[src/rtl/ps2_host_tx.sv]
// ps2_host_tx: PS/2 host-to-device command transmitter. Performs the
// request-to-send, shifts a byte out on device clocks and checks the ACK.
`default_nettype none

module ps2_host_tx #(
  parameter int INHIBIT_CYCLES = 5000,
  parameter int TIMEOUT_CYCLES = 1000000,
  parameter int FILTER_LEN     = 8
) (
  input  logic       CLK50MHZ,
  input  logic       RST,
  input  logic [7:0] data_in,
  input  logic       wr,
  output logic       busy,
  output logic       done,
  output logic       ack_err,
  output logic       timeout,
  input  logic       ps2c_in,
  input  logic       ps2d_in,
  output logic       ps2c_oe,
  output logic       ps2d_oe
);

  localparam int CNT_MAX = (INHIBIT_CYCLES > TIMEOUT_CYCLES) ? INHIBIT_CYCLES : TIMEOUT_CYCLES;
  localparam int CW      = $clog2(CNT_MAX + 1);
  localparam int FW      = $clog2(FILTER_LEN + 1);

  localparam logic [CW-1:0] INH_LOAD = CW'(INHIBIT_CYCLES);
  localparam logic [CW-1:0] TO_LOAD  = CW'(TIMEOUT_CYCLES);
  localparam logic [FW-1:0] FLT_LAST = FW'(FILTER_LEN - 1);
  localparam logic [FW-1:0] ACK_LOAD = FW'(FILTER_LEN);

  typedef enum logic [2:0] {
    S_IDLE      = 3'd0,
    S_INHIBIT   = 3'd1,
    S_START     = 3'd2,
    S_REQ       = 3'd3,
    S_ACK       = 3'd4,
    S_WAIT_IDLE = 3'd5
  } state_t;

  logic [1:0]    c_sync_q, d_sync_q;
  logic          filt_q, fall_q;
  logic [FW-1:0] flt_cnt_q;
  logic          c_s, d_s;

  state_t        state_q, state_d;
  logic [CW-1:0] cnt_q, cnt_d;
  logic [3:0]    idx_q, idx_d;
  logic [8:0]    shift_q, shift_d;
  logic          dlow_q, dlow_d;
  logic          ack_wait_q, ack_wait_d;
  logic [FW-1:0] ack_cnt_q, ack_cnt_d;
  logic          nack_q, nack_d;
  logic          done_q, done_d;
  logic          ack_err_q, ack_err_d;
  logic          timeout_q, timeout_d;
  logic          busy_q, busy_d;
  logic          c_oe_q, c_oe_d;
  logic          d_oe_q, d_oe_d;
  logic          watched, expire;

  assign c_s = c_sync_q[1];
  assign d_s = d_sync_q[1];

  // Filtered clock only flips after FILTER_LEN consecutive disagreeing samples.
  always_ff @(posedge CLK50MHZ) begin
    if (RST) begin
      c_sync_q  <= 2'b11;
      d_sync_q  <= 2'b11;
      filt_q    <= 1'b1;
      flt_cnt_q <= '0;
      fall_q    <= 1'b0;
    end else begin
      c_sync_q <= {c_sync_q[0], ps2c_in};
      d_sync_q <= {d_sync_q[0], ps2d_in};
      fall_q   <= 1'b0;
      if (c_s == filt_q) begin
        flt_cnt_q <= '0;
      end else if (flt_cnt_q == FLT_LAST) begin
        filt_q    <= c_s;
        flt_cnt_q <= '0;
        fall_q    <= filt_q;
      end else begin
        flt_cnt_q <= flt_cnt_q + FW'(1);
      end
    end
  end

  always_ff @(posedge CLK50MHZ) begin
    if (RST) begin
      state_q    <= S_IDLE;
      cnt_q      <= '0;
      idx_q      <= '0;
      shift_q    <= '0;
      dlow_q     <= 1'b0;
      ack_wait_q <= 1'b0;
      ack_cnt_q  <= '0;
      nack_q     <= 1'b0;
      done_q     <= 1'b0;
      ack_err_q  <= 1'b0;
      timeout_q  <= 1'b0;
      busy_q     <= 1'b0;
      c_oe_q     <= 1'b0;
      d_oe_q     <= 1'b0;
    end else begin
      state_q    <= state_d;
      cnt_q      <= cnt_d;
      idx_q      <= idx_d;
      shift_q    <= shift_d;
      dlow_q     <= dlow_d;
      ack_wait_q <= ack_wait_d;
      ack_cnt_q  <= ack_cnt_d;
      nack_q     <= nack_d;
      done_q     <= done_d;
      ack_err_q  <= ack_err_d;
      timeout_q  <= timeout_d;
      busy_q     <= busy_d;
      c_oe_q     <= c_oe_d;
      d_oe_q     <= d_oe_d;
    end
  end

  assign watched = (state_q == S_REQ) || (state_q == S_ACK) || (state_q == S_WAIT_IDLE);
  assign expire  = ~fall_q && (cnt_q <= CW'(1));

  always_comb begin
    state_d    = state_q;
    cnt_d      = cnt_q;
    idx_d      = idx_q;
    shift_d    = shift_q;
    dlow_d     = dlow_q;
    ack_wait_d = ack_wait_q;
    ack_cnt_d  = ack_cnt_q;
    nack_d     = nack_q;
    done_d     = 1'b0;
    ack_err_d  = 1'b0;
    timeout_d  = 1'b0;

    if (watched) begin
      cnt_d = fall_q ? TO_LOAD : (cnt_q - CW'(1));
    end

    case (state_q)
      S_IDLE: begin
        if (wr) begin
          shift_d = {~^data_in, data_in};
          cnt_d   = INH_LOAD;
          state_d = S_INHIBIT;
        end
      end
      S_INHIBIT: begin
        cnt_d = cnt_q - CW'(1);
        if (cnt_q <= CW'(1)) begin
          state_d = S_START;
        end
      end
      S_START: begin
        state_d    = S_REQ;
        cnt_d      = TO_LOAD;
        idx_d      = '0;
        dlow_d     = 1'b1;
        ack_wait_d = 1'b0;
      end
      S_REQ: begin
        // Falls 1..9 place D0..D7 and parity; the 10th releases for the stop bit.
        if (fall_q) begin
          if (idx_q == 4'd9) begin
            dlow_d  = 1'b0;
            state_d = S_ACK;
          end else begin
            dlow_d = ~shift_q[idx_q];
            idx_d  = idx_q + 4'd1;
          end
        end
      end
      S_ACK: begin
        if (fall_q) begin
          ack_wait_d = 1'b1;
          ack_cnt_d  = ACK_LOAD;
        end else if (ack_wait_q) begin
          if (ack_cnt_q <= FW'(1)) begin
            nack_d     = d_s;
            ack_wait_d = 1'b0;
            state_d    = S_WAIT_IDLE;
          end else begin
            ack_cnt_d = ack_cnt_q - FW'(1);
          end
        end
      end
      S_WAIT_IDLE: begin
        if (filt_q && d_s) begin
          state_d   = S_IDLE;
          done_d    = ~nack_q;
          ack_err_d = nack_q;
        end
      end
      default: state_d = S_IDLE;
    endcase

    if (watched && expire) begin
      state_d    = S_IDLE;
      dlow_d     = 1'b0;
      ack_wait_d = 1'b0;
      done_d     = 1'b0;
      ack_err_d  = 1'b0;
      timeout_d  = 1'b1;
    end
  end

  // Pin enables and status are registered from the next state to keep the pads glitch-free.
  always_comb begin
    c_oe_d = (state_d == S_INHIBIT) || (state_d == S_START);
    d_oe_d = (state_d == S_START) || ((state_d == S_REQ) && dlow_d);
    busy_d = (state_d != S_IDLE);
  end

  assign busy    = busy_q;
  assign done    = done_q;
  assign ack_err = ack_err_q;
  assign timeout = timeout_q;
  assign ps2c_oe = c_oe_q;
  assign ps2d_oe = d_oe_q;

endmodule

`default_nettype wire

[config.mk]
export PLATFORM = sky130hd
export DESIGN_NAME = ps2_host_tx
export DESIGN_NICKNAME = d
export VERILOG_FILES = /design/src/rtl/ps2_host_tx.sv
export SDC_FILE = /design/constraint.sdc
export NUM_CORES = 1
export LEC_CHECK = 0
export CAP_MARGIN = 20
export CORE_ASPECT_RATIO = 0.6
export CORE_MARGIN = 3
export CORE_UTILIZATION = 54
export CTS_CLUSTER_DIAMETER = 50
export DETAILED_ROUTE_END_ITERATION = 7
export GPL_TIMING_DRIVEN = 0
export PLACE_DENSITY = 0.84
export RECOVER_POWER = 100
export SLEW_MARGIN = 0
export SYNTH_ARGS = -nofsm -noshare
export SYNTH_HDL_FRONTEND = slang
export SYNTH_SLANG_ARGS = --single-unit
[constraint.sdc]
create_clock -name CLK50MHZ -period 2.6 [get_ports CLK50MHZ]
set_input_delay 0.26 -clock CLK50MHZ [delete_from_list [all_inputs] [get_ports CLK50MHZ]]
set_output_delay 0.26 -clock CLK50MHZ [all_outputs]
set_load 0.02 [all_outputs]
==> impl_metrics.csv, run 1 <==
group,metric,value,unit
setup_path,path_max_fanout,6,
timing,fin_setup_tns,0,ns
setup_path,startpoint_type,"flip-flop",
setup_path,cp_slowest_stage_delay,0.57,ns
synthesis,avgSynthCellArea,7.90,um2
power,ir_worst_vdd,0.000768,V
clock_tree,cts_made_buffers,9,
synthesis,synth_edf_count,0,
synthesis,yosys_register_bits,59,
synthesis,synth.most_common_cell,"dfxtp_1",
synthesis,synth-async-reset-ratio,0,
setup_path,critPathLaunch,"cnt_q[8]",
setup_path,crit_chain,"or4_4, or4_4, buf_6, or4_1, a32o_2, a41oi_2",
synthesis,synth_common_cells,"59 x dfxtp_1, 49 x nor2_1, 45 x a21oi_1",
synthesis,ys_seq_area_frac,0.358,
power,power_frac_comb,0.407,
die,chipWidth,107,um
global_route,grt_pass1_wl,15100,um
place,place_congestion,0.958,
place,place_hpwl,6960,um
cells_and_area,final_util,0.679,
timing,period_needed,2.56,ns
timing,fin_skew,0.00915,ns
clock_tree,cts.path.max_buffers,2,
setup_path,worstSetupPathType,"flip-flop to flip-flop",
detailed_routing,finalWirelength,9730,um
die,core,5730,um2
cells_and_area,synthToLayoutAreaGrowth,17.8,%
die,rows,21,
setup_path,crit_top_cell,"or4_4",
cells_and_area,drive_gt1_frac,0.0905,
detailed_routing,wl_per_cell,18.2,um
clock_tree,clock-sinks,59,
setup_path,worst_path_max_delay_cell,"or4_4",
power,p_per_area,968,nW/um2
clock_tree,root_buffer,"clkbuf_8",
synthesis,synth_top_area_share,0.358,
power,pwr-share-seq,0.318,
synthesis,ys_warn_count,0,
run_status,status,"finished, final reports clean",
global_route,grt_max_degree,11,
timing,worst_pin_slew,0.776,ns
power,cell_internal_pwr,2.33,mW
synthesis,synth_nets,438,
die,die_h,66.6,um
synthesis,synth.distinct_cells,56,
die,initial_core_util,0.576,
place,portBuffers,17,
synthesis,yosys.area.top_type,"dfxtp_1",
worst_hold_path,hold_start,"c_sync_q[0]",
clock_tree,cts_tree,"built",
detailed_routing,ant_nets,0,
timing,fmax,391,MHz
cells_and_area,fin_nets,468,
job,cap_violations,0,
clock_tree,h-tree-depth,3,
synthesis,synthCells,418,
global_route,globalRoute.totalOverflow,0,
worst_hold_path,min_path_type,"flip-flop to flip-flop",
detailed_routing,via_per_inst,6.29,
place,placed_cell_area,3570,um2
setup_path,required,2.87,ns
power,p_leak,1.45,nW
timing,fin_crit_sh,0.984,
synthesis,synth_area,3300,um2
die,ios,19,
global_route,antenna_found_initial,0,
timing,relSlewSlack,0.482,
detailed_routing,drcViolationCount,0,
power,switching_share,0.382,
power,power.clock.fraction,0.275,
detailed_routing,drt-pass1-iter-count,7,
timing,setup-violations-final,0,
setup_path,crit_arrival,2.83,ns
clock_tree,clk_pin_slew,0.07,ns
setup_path,end_kind,"flip-flop",
synthesis,synth_flop_cell,"dfxtp_1",
place,pre_cts_ws,-0.0311,ns
global_route,grt_use_total,0.281,
detailed_routing,drt_iter0_markers,495,
die,design.die.area,7120,um2
detailed_routing,via_count,3351,
setup_path,regToRegStartpoint,"cnt_q[8]",
timing,finalWorstSetupSlack,0.0427,ns
cells_and_area,final_area,3890,um2
timing,slew_viol_final,0,
clock_tree,clkLatencyLatePin,0.35,ns
global_route,grt_pass1_vias,2967,
timing,hold_violations,0,
power,power.switching,1.44,mW
synthesis,netlist_top_cells_area,"dfxtp_1 36%, a21oi_1 6.8%, nor2_1 5.6%",
cells_and_area,num_antenna_cells,0,
## state kept, by name, indices dropped and copies added, names as in the netlist
signal	flops
d_sync_q	2
flt_cnt_q	4
state_q	3
ps2c_oe	1
filt_q	1
ack_wait_q	1
idx_q	4
dlow_q	1
ack_err	1
ack_cnt_q	4
cnt_q	20
done	1
fall_q	1
nack_q	1
timeout	1
shift_q	9
ps2d_oe	1
c_sync_q	2
busy	1
## layer usage
metal / GRT usage / up-vias / part of all wire
met4: 0.102 / 0 / 0.016
met5: 0 / - / 0
met3: 0.130 / 22 / 0.14
li1: - / 1569 / -
met1: 0.383 / 1548 / 0.43
met2: 0.385 / 212 / 0.41
## cells by family after synthesis
logic type | count (synthesis) | share of synthesized area
AND/OR/NAND/NOR | 166 | 0.257
AO/OA/AOI/OAI | 120 | 0.231
flip-flops | 59 | 0.358
buffers and inverters | 40 | 0.0466
XOR/XNOR | 16 | 0.0425
multiplexers | 10 | 0.0383
adder cells (fa/ha/maj) | 7 | 0.0265
## cell usage in the layout, fill, tap and decap left out, drive strengths merged, types with 7 or more instances in the layout
| cell type | n |
|---|---|
| ha | 7 |
| inv | 16 |
| a31oi | 8 |
| or3 | 9 |
| dfxtp | 59 |
| o21ai | 21 |
| nor2 | 49 |
| or4 | 8 |
| a21oi | 45 |
| nand2b | 8 |
| nand2 | 36 |
| nor3 | 13 |
| clkbuf | 33 |
| xnor2 | 13 |
| clkdlybuf4s50 | 11 |
| mux2i | 7 |
## final cells by class
cell class	count	area, um2
plain buffers	22	90.1
clock buffers	12	145
clock inverters	4	97.6
fillers	491	1840
inverters	16	60.1
multi-input cells	319	2010
flip-flops and latches	59	1190
well taps	80	100
repair buffers	21	200
## metrics by stage
step	hold WS (ns)	instances	power, mW
detailed placement	0.405	515	2.54
finish	0.424	533	3.77
floorplan	0.364	418	2.18
global route	0.434	533	3.97
global placement	0.396	515	2.50
CTS	0.423	531	3.64
## worst paths after layout
kind	end	slack, ns	depth (start not counted)
max reg2reg	cnt_q[16]	0.04	6
min reg2reg	c_sync_q[1]	0.42	1
max	cnt_q[16]	0.04	6
min	c_sync_q[1]	0.42	1
## critical path: cells and delay by family, from the launching register on
| family | cells | cell delay, ns |
|---|---|---|
| flip-flops | 1 | 0.37 |
| buffers and inverters | 1 | 0.15 |
| AO/OA/AOI/OAI | 2 | 0.42 |
| AND/OR/NAND/NOR | 3 | 1.54 |
## what timing repair did
item | 4_1_cts | 5_1_grt
hold buffers | 0 | 0
setup buffers | 0 | 4
gates resized for setup | 8 | 11
pin swaps | 0 | 3
endpoints found under the setup margin | 1 | 4
## power groups by stage
stage                     registers (mW)  clock network [mW]  logic [mW]
after floorplan                     1.16                   0        1.02
after global placement              1.18                   0        1.32
after detailed placement            1.19                   0        1.35
after CTS                           1.17                1.05        1.42
after global routing                1.21                1.08        1.67
final                               1.20                1.03        1.53
Power figures use the tool's default switching activity.
==> run 2: changes to the inputs <==
--- a/config.mk
+++ b/config.mk
@@ -5,6 +5,7 @@
 export SDC_FILE = /design/constraint.sdc
 export NUM_CORES = 1
 export LEC_CHECK = 0
+export ABC_CLOCK_PERIOD_IN_PS = 2600
 export CAP_MARGIN = 20
 export CORE_ASPECT_RATIO = 0.6
 export CORE_MARGIN = 3
==> results of run 2 <==
The final DEF is identical to that of run 1; final timing and power are the same.
==> run 3: changes to the inputs <==
--- a/config.mk
+++ b/config.mk
@@ -12,10 +12,13 @@
 export CORE_UTILIZATION = 54
 export CTS_CLUSTER_DIAMETER = 50
 export DETAILED_ROUTE_END_ITERATION = 7
+export GPL_ROUTABILITY_DRIVEN = 0
 export GPL_TIMING_DRIVEN = 0
 export PLACE_DENSITY = 0.84
 export RECOVER_POWER = 100
+export REMOVE_ABC_BUFFERS = 1
 export SLEW_MARGIN = 0
 export SYNTH_ARGS = -nofsm -noshare
 export SYNTH_HDL_FRONTEND = slang
 export SYNTH_SLANG_ARGS = --single-unit
+export TNS_END_PERCENT = 100
==> run 3 against run 2 <==
Critical path type unchanged. Highest routed layer unchanged. Sequential share of layout area up 1.0 points. Largest power group unchanged. Register-to-register slack about the same. First-iteration DRC count down 2.0%. Via count down 2.9%. Flip-flop and latch count unchanged. Sequential power up 5%.
==> impl_metrics.csv, run 3 (synthesis results as in run 1) <==
group,metric,value,unit
run_status,status,"finished, final reports clean",
setup_path,required,2.82,ns
power,power.switching,1.41,mW
cells_and_area,drive_gt1_frac,0.0884,
timing,setup-violations-final,0,
detailed_routing,via_per_inst,6.38,
die,design.die.area,7120,um2
worst_hold_path,min_path_type,"flip-flop to flip-flop",
cells_and_area,fin_nets,445,
timing,relSlewSlack,0.424,
die,chipWidth,107,um
place,place_hpwl,6280,um
cells_and_area,num_antenna_cells,0,
setup_path,worstSetupPathType,"flip-flop to flip-flop",
die,die_h,66.6,um
cells_and_area,fill_cells,509,
cells_and_area,final_common_cell,"dfxtp_1",
cells_and_area,largest_reg_flops,20,
die,core,5730,um2
timing,hold_violations,0,
die,ios,19,
detailed_routing,via_count,3253,
global_route,grt_use_total,0.265,
setup_path,end_kind,"flip-flop",
timing,worst_pin_slew,0.863,ns
clock_tree,h-tree-depth,3,
global_route,globalRoute.totalOverflow,0,
timing,fmax,390,MHz
clock_tree,cts.path.max_buffers,2,
cells_and_area,top_register,"cnt_q",
detailed_routing,drt_iter0_markers,485,
detailed_routing,wl_per_cell,17.8,um
place,placedCellCount,493,
power,cell_internal_pwr,2.14,mW
clock_tree,root_buffer,"clkbuf_8",
detailed_routing,drt-pass1-iter-count,5,
setup_path,startpoint_type,"flip-flop",
cells_and_area,mostFrequentLayoutCells,"57 x dfxtp_1, 49 x nor2_1, 45 x a21oi_1",
die,rows,21,
power,ir_worst_vdd,0.000665,V
timing,rsz0062_at_grt,"no",
timing,hold_ws,0.416,ns
power,power_frac_comb,0.378,
clock_tree,cts_made_buffers,9,
power,switching_share,0.396,
power,pwr-share-seq,0.354,
cells_and_area,final_util,0.654,
power,p_per_area,948,nW/um2
detailed_routing,finalWirelength,9080,um
cells_and_area,synthToLayoutAreaGrowth,13.4,%
die,initial_core_util,0.576,
detailed_routing,ant_nets,0,
cells_and_area,layout.cells.non_filler,510,
job,cap_violations,0,
setup_path,path_max_fanout,24,
power,power.clock.fraction,0.268,
global_route,grt_pass1_wl,14600,um
global_route,antenna_found_initial,0,
timing,slew_viol_final,0,
detailed_routing,drcViolationCount,0,
timing,fin_crit_sh,0.985,
global_route,grt_pass1_vias,2918,
clock_tree,clk_pin_slew,0.07,ns
cells_and_area,top_regs,"cnt_q: 20 flops, shift_q: 9 flops",
setup_path,crit_arrival,2.78,ns
place,portBuffers,18,
power,p_leak,1.41,nW
clock_tree,clock-sinks,59,
timing,period_needed,2.56,ns
global_route,grt_max_degree,46,
clock_tree,clkLatencyLatePin,0.35,ns
timing,fin_skew,0.0125,ns
clock_tree,cts_tree,"built",
-- run 3: stage by stage --
step	area (um2)	worst slack, ns	TNS, ns	total power [mW]
final	3740	0.0381	0	3.55
after global routing	3740	0.0210	0	3.75
after CTS	3740	0.00881	0	3.49
after detailed placement	3490	-0.236	-0.635	2.49
after global placement	3490	-0.259	-2.49	2.43
after floorplan	3210	0.161	0	2.13
-- run 3: layout make-up --
class / instances / area [um2] / share of cell area
sequential: 59 / 1180 / 0.316
multi-input combinational: 319 / 1990 / 0.530
clock buffer: 10 / 138 / 0.0368
clock inverter: 6 / 88.8 / 0.0237
timing repair buffer: 20 / 188 / 0.0501
tap: 80 / 100 / 0.0267
inverter: 16 / 60.1 / 0.0160
-- run 3: per-layer routing --
layer  track usage  routed length [um]  vias to the layer above
li1              -                   -                     1520
met1         0.379                3870                     1492
met2         0.358                3810                      217
met3         0.102                1250                       24
met4        0.0941                 153                        0
met5             0                   0                        -
-- run 3: worst paths after layout --
check                           slack [ns]  cells past startpoint          end        start
worst max-delay path                  0.04                      5      ps2d_oe   state_q[1]
worst min-delay path                  0.42                      1  d_sync_q[1]  d_sync_q[0]
worst max register to register        0.04                      5      ps2d_oe   state_q[1]
worst min register to register        0.42                      1  d_sync_q[1]  d_sync_q[0]
-- run 3: power by group through the flow --
stage / clock network (mW) / registers (mW) / logic (mW)
final: 0.953 / 1.26 / 1.34
after global routing: 1.00 / 1.27 / 1.47
after detailed placement: 0 / 1.26 / 1.24
after global placement: 0 / 1.24 / 1.18
after CTS: 0.958 / 1.24 / 1.29
after floorplan: 0 / 1.21 / 0.921
-- run 3: what timing repair did --
action,CTS,global route
setup endpoints to repair,5,10
hold endpoints to repair,0,0
pin swaps,0,1
hold buffers,0,0
resized for setup,4,5
setup buffers,0,1
-- run 3: critical path, cell delays in order, from the launching register on --
cell	delay, ns
dfxtp_1	0.89
nand3b_1	0.42
a21oi_1	0.55
a31o_2	0.35
or3_1	0.16
a31oi_1	0.06
